File: src/rtl/pipe_reg_skid_pkg.sv
// Shared definitions for the pipeline skid stage: state encoding and the
// default widths of the EX/MM1 payload and control bundles.
package pipe_reg_skid_pkg;

    // Occupancy-coded stage state; the encoding doubles as the entry count.
    typedef enum logic [1:0] {
        ST_EMPTY = 2'd0,
        ST_ONE   = 2'd1,
        ST_FULL  = 2'd2
    } state_t;

    // EX/MM1 bundle widths: payload survives a flush, control does not.
    localparam int EX_DATA_W   = 96;
    localparam int EX_CTRL_W   = 16;
    localparam int STALL_CNT_W = 16;

    // Number of entries held in a given state.
    function automatic logic [1:0] occ_of(state_t s);
        return 2'(s);
    endfunction

endpackage

File: src/rtl/pipe_reg_skid_if.sv
// Upstream and downstream handshake bundle of the pipeline skid stage.
//
// Handshake: a side transfers an entry on a rising clk edge where its valid
// and ready are both 1. A producer holds valid and its payload stable until
// the transfer happens; ready may change freely and never depends on valid
// of the same side.
interface pipe_reg_skid_if
    import pipe_reg_skid_pkg::*;
#(
    parameter int DATA_W = EX_DATA_W,
    parameter int CTRL_W = EX_CTRL_W
);
    logic              in_valid;
    logic              in_ready;
    logic [DATA_W-1:0] in_data;
    logic [CTRL_W-1:0] in_ctrl;
    logic              out_valid;
    logic              out_ready;
    logic [DATA_W-1:0] out_data;
    logic [CTRL_W-1:0] out_ctrl;

    // Environment side: offers upstream entries, accepts downstream ones.
    modport master (
        output in_valid, in_data, in_ctrl, out_ready,
        input  in_ready, out_valid, out_data, out_ctrl
    );

    // Stage side.
    modport slave (
        input  in_valid, in_data, in_ctrl, out_ready,
        output in_ready, out_valid, out_data, out_ctrl
    );

endinterface

File: src/rtl/pipe_reg_skid_entry_reg.sv
// One pipeline entry: payload register with load enable and a control
// register that can be cleared independently (flush / bubble insertion).
module pipe_entry_reg #(
    parameter int DATA_W = 96,
    parameter int CTRL_W = 16
) (
    input  logic              clk,
    input  logic              rst,
    input  logic              load,
    input  logic              clear,
    input  logic [DATA_W-1:0] load_data,
    input  logic [CTRL_W-1:0] load_ctrl,
    output logic [DATA_W-1:0] data,
    output logic [CTRL_W-1:0] ctrl
);

    // Payload is only ever loaded; a clear leaves stale data behind.
    always_ff @(posedge clk or posedge rst) begin
        if (rst) begin
            data <= '0;
        end else if (load) begin
            data <= load_data;
        end
    end

    // Control is zeroed on clear, which wins over a simultaneous load.
    always_ff @(posedge clk or posedge rst) begin
        if (rst) begin
            ctrl <= '0;
        end else if (clear) begin
            ctrl <= '0;
        end else if (load) begin
            ctrl <= load_ctrl;
        end
    end

endmodule

File: src/rtl/pipe_reg_skid.sv
// Pipeline register between two stages. SKID=1 gives a two-entry skid
// buffer whose in_ready comes only from flops; SKID=0 is a single register
// with a combinational ready pass-through. flush kills everything held and
// the entry offered in the same cycle.
module pipe_reg_skid
    import pipe_reg_skid_pkg::*;
#(
    parameter int DATA_W = EX_DATA_W,
    parameter int CTRL_W = EX_CTRL_W,
    parameter int SKID   = 1,
    parameter int CNT_W  = STALL_CNT_W
) (
    input  logic                clk,
    input  logic                rst,
    input  logic                flush,
    pipe_reg_skid_if.slave      bus,
    output logic [1:0]          occupancy,
    output logic [CNT_W-1:0]    stall_cnt,
    output state_t              state
);

    state_t            state_q;
    state_t            state_d;
    logic              run_q;
    logic              accept;
    logic              drain;
    logic              head_load;
    logic              head_clear;
    logic              head_from_skid;
    logic              skid_load;
    logic              skid_clear;
    logic [DATA_W-1:0] head_data;
    logic [CTRL_W-1:0] head_ctrl;
    logic [DATA_W-1:0] skid_data;
    logic [CTRL_W-1:0] skid_ctrl;
    logic [DATA_W-1:0] head_src_data;
    logic [CTRL_W-1:0] head_src_ctrl;

    assign bus.out_valid = (state_q != ST_EMPTY);
    assign bus.out_data  = head_data;
    assign bus.out_ctrl  = head_ctrl;
    assign occupancy     = occ_of(state_q);
    assign state         = state_q;

    // run_q keeps in_ready low during reset and until the first edge after it.
    generate
        if (SKID != 0) begin : g_ready_reg
            assign bus.in_ready = run_q && (state_q != ST_FULL);
        end else begin : g_ready_comb
            assign bus.in_ready = run_q && (!bus.out_valid || bus.out_ready);
        end
    endgenerate

    assign accept = bus.in_valid && bus.in_ready;
    assign drain  = bus.out_valid && bus.out_ready;

    // Marks the stage live from the first edge after reset release.
    always_ff @(posedge clk or posedge rst) begin
        if (rst) begin
            run_q <= 1'b0;
        end else begin
            run_q <= 1'b1;
        end
    end

    // State register.
    always_ff @(posedge clk or posedge rst) begin
        if (rst) begin
            state_q <= ST_EMPTY;
        end else begin
            state_q <= state_d;
        end
    end

    // Next state and entry-register controls; flush overrides everything.
    always_comb begin
        state_d        = state_q;
        head_load      = 1'b0;
        head_clear     = 1'b0;
        head_from_skid = 1'b0;
        skid_load      = 1'b0;
        skid_clear     = 1'b0;
        if (flush) begin
            state_d    = ST_EMPTY;
            head_clear = 1'b1;
            skid_clear = 1'b1;
        end else begin
            case (state_q)
                ST_EMPTY: begin
                    if (accept) begin
                        head_load = 1'b1;
                        state_d   = ST_ONE;
                    end
                end
                ST_ONE: begin
                    if (accept && drain) begin
                        // Head leaves and the new entry takes its place.
                        head_load = 1'b1;
                    end else if (accept && (SKID != 0)) begin
                        skid_load = 1'b1;
                        state_d   = ST_FULL;
                    end else if (drain) begin
                        head_clear = 1'b1;
                        state_d    = ST_EMPTY;
                    end
                end
                ST_FULL: begin
                    if (drain) begin
                        head_load      = 1'b1;
                        head_from_skid = 1'b1;
                        skid_clear     = 1'b1;
                        state_d        = ST_ONE;
                    end
                end
                default: begin
                    state_d    = ST_EMPTY;
                    head_clear = 1'b1;
                    skid_clear = 1'b1;
                end
            endcase
        end
    end

    // The head refills from the skid entry when one is waiting behind it.
    always_comb begin
        head_src_data = bus.in_data;
        head_src_ctrl = bus.in_ctrl;
        if (head_from_skid) begin
            head_src_data = skid_data;
            head_src_ctrl = skid_ctrl;
        end
    end

    pipe_entry_reg #(
        .DATA_W (DATA_W),
        .CTRL_W (CTRL_W)
    ) u_head (
        .clk       (clk),
        .rst       (rst),
        .load      (head_load),
        .clear     (head_clear),
        .load_data (head_src_data),
        .load_ctrl (head_src_ctrl),
        .data      (head_data),
        .ctrl      (head_ctrl)
    );

    generate
        if (SKID != 0) begin : g_skid
            pipe_entry_reg #(
                .DATA_W (DATA_W),
                .CTRL_W (CTRL_W)
            ) u_skid (
                .clk       (clk),
                .rst       (rst),
                .load      (skid_load),
                .clear     (skid_clear),
                .load_data (bus.in_data),
                .load_ctrl (bus.in_ctrl),
                .data      (skid_data),
                .ctrl      (skid_ctrl)
            );
        end else begin : g_no_skid
            assign skid_data = '0;
            assign skid_ctrl = '0;
        end
    endgenerate

    // Saturating count of cycles where the head is offered but not taken.
    always_ff @(posedge clk or posedge rst) begin
        if (rst) begin
            stall_cnt <= '0;
        end else if (bus.out_valid && !bus.out_ready && (stall_cnt != '1)) begin
            stall_cnt <= stall_cnt + CNT_W'(1);
        end
    end

endmodule

File: src/flat_wrapper.sv
// flat-port wrapper written by rule: the top's interface ports become plain ports
module pipe_reg_skid_flat import pipe_reg_skid_pkg::*;
#(
    parameter int DATA_W = EX_DATA_W,
    parameter int CTRL_W = EX_CTRL_W,
    parameter int SKID   = 1,
    parameter int CNT_W  = STALL_CNT_W
)
  (clk, rst, flush, occupancy, stall_cnt, state, bus_in_valid, bus_in_data, bus_in_ctrl, bus_out_ready, bus_in_ready, bus_out_valid, bus_out_data, bus_out_ctrl);
  pipe_reg_skid_if #(.DATA_W(DATA_W), .CTRL_W(CTRL_W)) bus_i ();
  input  logic clk;
  input  logic rst;
  input  logic flush;
  output logic [1:0] occupancy;
  output logic [CNT_W-1:0] stall_cnt;
  output state_t state;
  input wire logic [$bits(bus_i.in_valid)-1:0] bus_in_valid;
  input wire logic [$bits(bus_i.in_data)-1:0] bus_in_data;
  input wire logic [$bits(bus_i.in_ctrl)-1:0] bus_in_ctrl;
  input wire logic [$bits(bus_i.out_ready)-1:0] bus_out_ready;
  output wire logic [$bits(bus_i.in_ready)-1:0] bus_in_ready;
  output wire logic [$bits(bus_i.out_valid)-1:0] bus_out_valid;
  output wire logic [$bits(bus_i.out_data)-1:0] bus_out_data;
  output wire logic [$bits(bus_i.out_ctrl)-1:0] bus_out_ctrl;
  assign bus_i.in_valid = bus_in_valid;
  assign bus_i.in_data = bus_in_data;
  assign bus_i.in_ctrl = bus_in_ctrl;
  assign bus_i.out_ready = bus_out_ready;
  assign bus_in_ready = bus_i.in_ready;
  assign bus_out_valid = bus_i.out_valid;
  assign bus_out_data = bus_i.out_data;
  assign bus_out_ctrl = bus_i.out_ctrl;
  pipe_reg_skid #(.DATA_W(DATA_W), .CTRL_W(CTRL_W), .SKID(SKID), .CNT_W(CNT_W)) u_core (.clk(clk), .rst(rst), .flush(flush), .bus(bus_i), .occupancy(occupancy), .stall_cnt(stall_cnt), .state(state));
endmodule
File: config.mk
export PLATFORM = sky130hd
export DESIGN_NAME = pipe_reg_skid_flat
export DESIGN_NICKNAME = d
export VERILOG_FILES = /design/src/rtl/pipe_reg_skid_pkg.sv /design/src/rtl/pipe_reg_skid_if.sv /design/src/rtl/pipe_reg_skid_entry_reg.sv /design/src/rtl/pipe_reg_skid.sv /design/src/flat_wrapper.sv
export SDC_FILE = /design/constraint.sdc
export NUM_CORES = 1
export LEC_CHECK = 0
export ABC_CLOCK_PERIOD_IN_PS = 3160
export CAP_MARGIN = 30
export CORE_MARGIN = 4
export CORE_UTILIZATION = 46
export CTS_CLUSTER_DIAMETER = 60
export DETAILED_ROUTE_END_ITERATION = 16
export PLACE_DENSITY_LB_ADDON = 0.15
export SLEW_MARGIN = 30
export SYNTH_ARGS = -nofsm -noshare
export SYNTH_HDL_FRONTEND = slang
export SYNTH_HIERARCHICAL = 1
export SYNTH_SLANG_ARGS = --single-unit
File: constraint.sdc
create_clock -name clk -period 3.16 [get_ports clk]
set_input_delay 0.316 -clock clk [delete_from_list [all_inputs] [get_ports clk]]
set_output_delay 0.316 -clock clk [all_outputs]
set_load 0.005 [all_outputs]
==> run summary, run 1 <==
Max VDD drop: 0.3825 mV
Largest area contributor in the netlist: dfrtp_1
Static leakage: 6.578 nW
H-tree depth: 1
Startpoint types: flop
Unrepaired setup endpoints after global routing: false
CP required: 2.84 ns
Storage cell area: 6081 sq um
Port Buf Inserts: 250
Avg Inst Size Synth: 15.35 sq um
Die Span Y: 165.8 microns
Most instantiated cells after synthesis: 243 x dfrtp_1, 129 x mux2_4, 94 x mux2_2
Post-CTS Resized: 0
Die W: 165.8 microns
Vias in the first global route: 7,299
Synth top area share: 0.5311
First-pass GRT wire length: 41.19 mm
Max-capacitance violation count: 0
Clk_lat worst skew: 0.53 ns
# rows: 57
Final slew viol count: 0
Setup TNS: 0 ns
Clock buffer depth: 3
Initial antenna violation count: 1
Largest net degree at the start of global routing: 113
Max frequency: 448.1 MHz
Initial core utilization: 0.4694
Drt initial violations: 260
Hold buffers post-CTS: 0
Via count: 6,813
Net count after synthesis: 864
# IOs: 251
Area of the multi-input gates: 4942 sq um
Tot Pwr: 9.215 mW
Number of synthesized flops with an enable pin: 0
Worst-path clk slew: 0.06 ns
CTS tree: yes
Crit Path Class: reg2out
Clock root buffer: clkbuf_16
Setup Fix Bufs, Post-CTS: 0
Final setup fails: 0
CTS Buf Count: 29
Fillcell total: 1,900
GRT Resource Usage Total: 0.1800
Slew @ Worst Pin: 0.7704 ns
Period utilization: 0.7063
HPWL Detailed: 16.59 mm
Netlist cell types: 47
DR pass1 iterations: 4
Pwr/cell area: 604.5 nW/um^2
Worst setup EP type: output port
Full die area: 27,480 sq um
DR DRC count: 0
Core ar.: 24,390 sq um
Yosys warns: 6
Routed len/inst: 18.89 microns
Synthesis-to-layout area growth: 33.15%
Clock period minus worst slack: 2.232 ns
Ys flop type: dfrtp_1
Ys async rst share: 1.000
Max_slew headroom: 0.4864
Seq/Total Area, Yosys: 0.5311
Gate Count Post-Synth: 746
Hold Fails Final Rpt: 0
Critical Path AT: 1.92 ns
GPL Wtd Cong: 0.7570
Antenna-violating nets left: 0
Via-per-instance ratio: 5.081
Mapped Area: 11,450 sq um
Ranking of synthesized cells by area: dfrtp_1 53%, mux2_4 17%, mux2_2 9.2%
Clock Skew: 0.007431 ns
Nets: 1,114
Overflow after GRT: 0
Outcome: complete, no violations
CP Max Fanout: 10
FF+latch count, synth: 243
Overall routed net length: 25.33 mm
WHS: 0.3719 ns
CTS sink cnt: 243
N_diodes: 0
Most frequent cell after synthesis: dfrtp_1
Share of cells above drive strength 1: 0.2979
Hold WC Path Type: in2async
critical path, cell delays in order, from the launching register on:
cell	delay [ns]
dfrtp_1	0.51
inv_1	0.13
a21boi_0	0.22
clkdlybuf4s50_1	0.54
registers in the layout, summed over array words and instances, names as in the netlist:
signal / count
u_core/occupancy: 2
u_core/u_head/ctrl: 16
u_core/stall_cnt: 16
u_core/g_skid.u_skid/data: 96
u_core/u_head/data: 96
u_core/g_skid.u_skid/ctrl: 16
u_core/run_q: 1
layout make-up:
class                           instances  share of cell area
Sequential cell                       243              0.3989
Multi-Input combinational cell        450              0.3242
Timing Repair Buffer                  267              0.1832
Clock buffer                           41             0.05713
Tap cell                              324             0.02659
Clock inverter                         11            0.008208
Inverter                                5            0.001724
kinds of logic (layout without fill, tap and decap cells):
family          after synthesis  in the layout  synth area share
mux                         342            342            0.3749
flops                       243            243            0.5311
simple gates                 78             78           0.03618
buf+inv                      53            324           0.03847
compound gates               20             20           0.01180
xor+xnor                      8              8          0.006120
fa+ha+maj                     1              1          0.001093
other cells                   1              1         0.0003276
stage by stage:
stage / worst slack, ns / instance area (sq um) / instances / utilization
global route: 0.7019 / 15240 / 1341 / 0.6250
global placement: 0.7117 / 14250 / 1289 / 0.5841
detailed placement: 0.6557 / 14250 / 1289 / 0.5841
CTS: 0.8879 / 15240 / 1341 / 0.6250
finish: 0.9282 / 15240 / 1341 / 0.6250
floorplan: 1.303 / 11460 / 746 / -
report_power, final:
group	leakage, nW	switching [mW]	internal (mW)
sequential	3.09	0.337	3.66
clock	0.495	1.30	2.08
combinational	2.99	0.521	1.32
layer usage:
layer	part of all wire	routed length, microns	track usage	up-vias
met2	0.44	11180	0.2678	207
met4	0.023	590	0.04448	2
li1	-	-	-	3172
met5	0.00047	12	0	-
met1	0.47	11830	0.2615	3392
met3	0.067	1709	0.05261	40
path summary, 6_finish.rpt:
check	endpoint	cells past startpoint	slack, ns	startpoint
setup / recovery	bus_in_ready	3	0.93	u_core/occupancy[0]$_DFFE_PP0P_
hold / removal	u_core/stall_cnt[11]$_DFFE_PP0P_	2	0.37	rst
setup reg to reg	u_core/g_skid.u_skid/data[20]$_DFFE_PP0P_	4	1.00	u_core/occupancy[1]$_DFFE_PP0P_
hold reg to reg	u_core/g_skid.u_skid/data[6]$_DFFE_PP0P_	1	0.50	u_core/g_skid.u_skid/data[6]$_DFFE_PP0P_
max in group asynchronous	u_core/g_skid.u_skid/data[6]$_DFFE_PP0P_	3	2.13	rst
min in group clk	u_core/g_skid.u_skid/data[88]$_DFFE_PP0P_	2	0.42	bus_in_data[88]
cells in the final DEF (no fill, tap or decap), types with 6 or more instances in the layout:
cell type	instances
clkbuf_16	29
dfrtp_1	243
buf_12	13
clkdlybuf4s50_1	250
nand2_1	7
mux2_2	94
nand3_1	6
mux2_4	129
nor3_1	6
xor2_1	7
mux2i_1	35
nor2_1	35
clkbuf_8	10
mux2_1	84
Note: power is estimated with default switching activity, not from simulation.
==> run 2, diff against run 1 <==
- ABC_CLOCK_PERIOD_IN_PS: 3160 -> 1850
- clock period: 3.16 -> 1.85 ns (I/O delays scaled with it)
==> run 2 against run 1 <==
The flow now finishes with violations (setup timing); global-route usage grew 1.5 points; setup slack lost 0.99 ns; wire length grew 15%; core utilization grew 5.8 points; register-to-register slack lost 1.1 ns; critical path depth grew 6; largest cell class unchanged; clock power grew 82%; largest power group unchanged; via count grew 7.5%; total power grew 78%; clock skew grew 0.0017 ns; final cell count grew 6.5%.
==> run summary, run 2 (synthesized netlist as in run 1, its figures left out) <==
Failing checks: setup timing
Antenna-violating nets left: 0 (unchanged)
Worst-path clk slew: 0.06 ns (about the same)
Full die area: 27,480 sq um (unchanged)
P_int: 12.58 mW (+78%)
Core ar.: 24,390 sq um (unchanged)
Most frequent CP cell: buf_6
Top Layer Used: met5
Flop-to-flop setup slack: -0.07 ns (-1.07 ns)
Synthesis-to-layout area growth: 45.53%
Fillcell total: 1,747 (-8.1%)
Critical Path AT: 2.33 ns (+0.41 ns)
Max frequency: 522.0 MHz
Initial antenna violation count: 1 (unchanged)
CTS sink cnt: 243 (unchanged)
CP cell instances: buf_6 > buf_6 > nor3_4 > a31oi_2 > nor2_4 > buf_6 > buf_12 > clkbuf_16 > mux2_2
Worst setup EP type: flop
DR pass1 iterations: 7 (+3)
Static leakage: 7.284 nW (+11%)
NetSw: 3.819 mW (+77%)
Hold Fails Final Rpt: 0 (unchanged)
Hold buffers post-CTS: 0 (unchanged)
Clock buffer depth: 3 (unchanged)
Setup TNS: -2.366 ns (-2.366 ns)
HPWL Detailed: 18.25 mm (+10%)
Commonest non-fill, non-tap cell in the layout: clkdlybuf4s50_1
WHS: 0.07500 ns (-0.2969 ns)
N_diodes: 0 (unchanged)
RR Startpoint: u_core/occupancy[1]$_DFFE_PP0P_
Commonest cells after routing, fill and taps aside: 246 x clkdlybuf4s50_1, 242 x dfrtp_1, 146 x mux2_4, 84 x mux2_2, 77 x mux2_1
Clock Skew: 0.009083 ns (+0.001652 ns)
Final setup fails: 93 (+93)
Outcome: complete, but fails checks
Unrepaired setup endpoints after global routing: true
# IOs: 251 (unchanged)
GRT Resource Usage Total: 0.1953 (+0.01530)
Via count: 7,324 (+7.5%)
H-tree depth: 1 (unchanged)
Clock period minus worst slack: 1.916 ns
Pwr/cell area: 984.2 nW/um^2 (+63%)
DR DRC count: 0 (unchanged)
CP Max Fanout: 7 (-3)
Worst Reg-to-Reg Cells: 9 (+5)
Met2 wire len: 13.56 mm (+21%)
Clk_lat worst skew: 0.53 ns (about the same)
Buf+Inv Stages, Crit Path: 5 (+3)
Sequential share of power: 0.415 (-0.019)
Met1 wire length: 13.24 mm (+12%)
Metal3 WL: 1.780 mm (+4.2%)
GPL Wtd Cong: 0.7568 (about the same)
CP required: 2.27 ns (-0.57 ns)
Startpoint types: flop
Port Buf Inserts: 250 (unchanged)
CTS tree: yes
Final Util: 0.6831 (+0.05812)
Crit Path Class: reg2reg
# rows: 57 (unchanged)
Largest net degree at the start of global routing: 60 (-47%)
Clock root buffer: clkbuf_16
Top Registers: u_core/g_skid.u_skid/data x96, u_core/u_head/data x96
Clk pwr share: 0.374 (+0.007)
Cell family with the largest share of critical-path delay: buffers and inverters
First-pass GRT wire length: 44.41 mm (+7.8%)
Worst r2r dst: u_core/u_head/data[16]$_DFFE_PP0P_
Die W: 165.8 microns (unchanged)
Max VDD drop: 0.7661 mV (+100%)
Final Worst Setup Slack: -0.06555 ns (-0.9937 ns)
Worst stage delay on the critical path: 0.43 ns (-0.11 ns)
Period utilization: 1.035
Routed len/inst: 20.38 microns (+7.9%)
Overall routed net length: 29.11 mm (+15%)
Crit-path slowest cell: dfrtp_2
Sw Ratio: 0.2329 (-0.001406)
Via-per-instance ratio: 5.129 (+0.95%)
CTS Buf Count: 28 (-3.4%)
Initial core utilization: 0.4694 (unchanged)
Share of cells above drive strength 1: 0.3632 (+0.06529)
Final slew viol count: 0 (unchanged)
Die Span Y: 165.8 microns (unchanged)
Hold WC Path Type: in2async
Overflow after GRT: 0 (unchanged)
Nets: 1,201 (+7.8%)
Logic gate share of total power: 0.210 (+0.011)
Max-capacitance violation count: 0 (unchanged)
Drt initial violations: 270 (+3.8%)
Vias in the first global route: 7,824 (+7.2%)
run 2: cell count changes in the layout (fill, tap and decap cells not counted), sizes merged:
| cell | previous run | this run |
|---|---|---|
| bufinv | 2 | 7 |
| clkdlybuf4s50 | 250 | 246 |
| clkinvlp | 3 | 5 |
| clkdlybuf4s15 | 0 | 1 |
| dlygate4sd2 | 0 | 2 |
| clkbuf | 41 | 46 |
| buf | 17 | 94 |
| inv | 5 | 4 |
run 2: how the worst max path moves through the flow:
stage                                     from                                  to  slack (ns)  cells after the start
6_report       u_core/occupancy[1]$_DFFE_PP0P_  u_core/u_head/data[16]$_DFFE_PP0P_       -0.07                      9
3_3_place_gp                             flush   u_core/u_head/data[1]$_DFFE_PP0P_       -0.26                      5
2_1_floorplan  u_core/occupancy[0]$_DFFE_PP0P_  u_core/u_head/data[36]$_DFFE_PP0P_        0.02                      6
4_1_cts        u_core/occupancy[1]$_DFFE_PP0P_  u_core/u_head/data[17]$_DFFE_PP0P_       -0.06                      9
3_5_place_dp                             flush   u_core/u_head/data[1]$_DFFE_PP0P_       -0.27                      5
5_1_grt        u_core/occupancy[1]$_DFFE_PP0P_  u_core/u_head/data[43]$_DFFE_PP0P_       -0.12                     10
run 2: repair_timing:
action                                  CTS  global route
endpoints found under the setup margin  124           140
resized for setup                        35            19
setup buffers                            12            13
cloned                                    4            14
pin swaps                                 2             2
run 2: power by group through the flow:
stage / combinational [mW] / clock, mW / sequential (mW)
final: 3.45 / 6.14 / 6.81
after global routing: 3.67 / 6.53 / 6.93
after CTS: 3.43 / 6.27 / 6.80
after detailed placement: 3.34 / 0 / 6.86
after global placement: 3.28 / 0 / 6.85
after floorplan: 1.52 / 0 / 6.82
run 2: per-stage QoR:
step	worst slack (ns)	instance area [sq um]	cells	total power [mW]
floorplan	0.01782	11460	746	8.334
global placement	-0.2557	14790	1335	10.13
detailed placement	-0.2748	14790	1335	10.20
CTS	-0.05663	16170	1402	16.51
global route	-0.1247	16660	1428	17.12
finish	-0.06555	16660	1428	16.40
run 2: final cells by class:
| cell class | count | area (sq um) | area share |
|---|---|---|---|
| Clock buffer | 34 | 754.5 | 0.04528 |
| Tap cell | 324 | 405.4 | 0.02433 |
| Multi-Input combinational cell | 450 | 5026 | 0.3017 |
| Clock inverter | 17 | 282.8 | 0.01697 |
| Timing Repair Buffer | 355 | 4084 | 0.2451 |
| Inverter | 5 | 26.28 | 0.001577 |
| Sequential cell | 243 | 6082 | 0.3650 |
run 2: metal layers:
layer / GRT usage / up-vias
li1: - / 3350
met3: 0.05213 / 37
met2: 0.3157 / 196
met1: 0.2688 / 3739
met4: 0.03910 / 2
met5: 0 / -
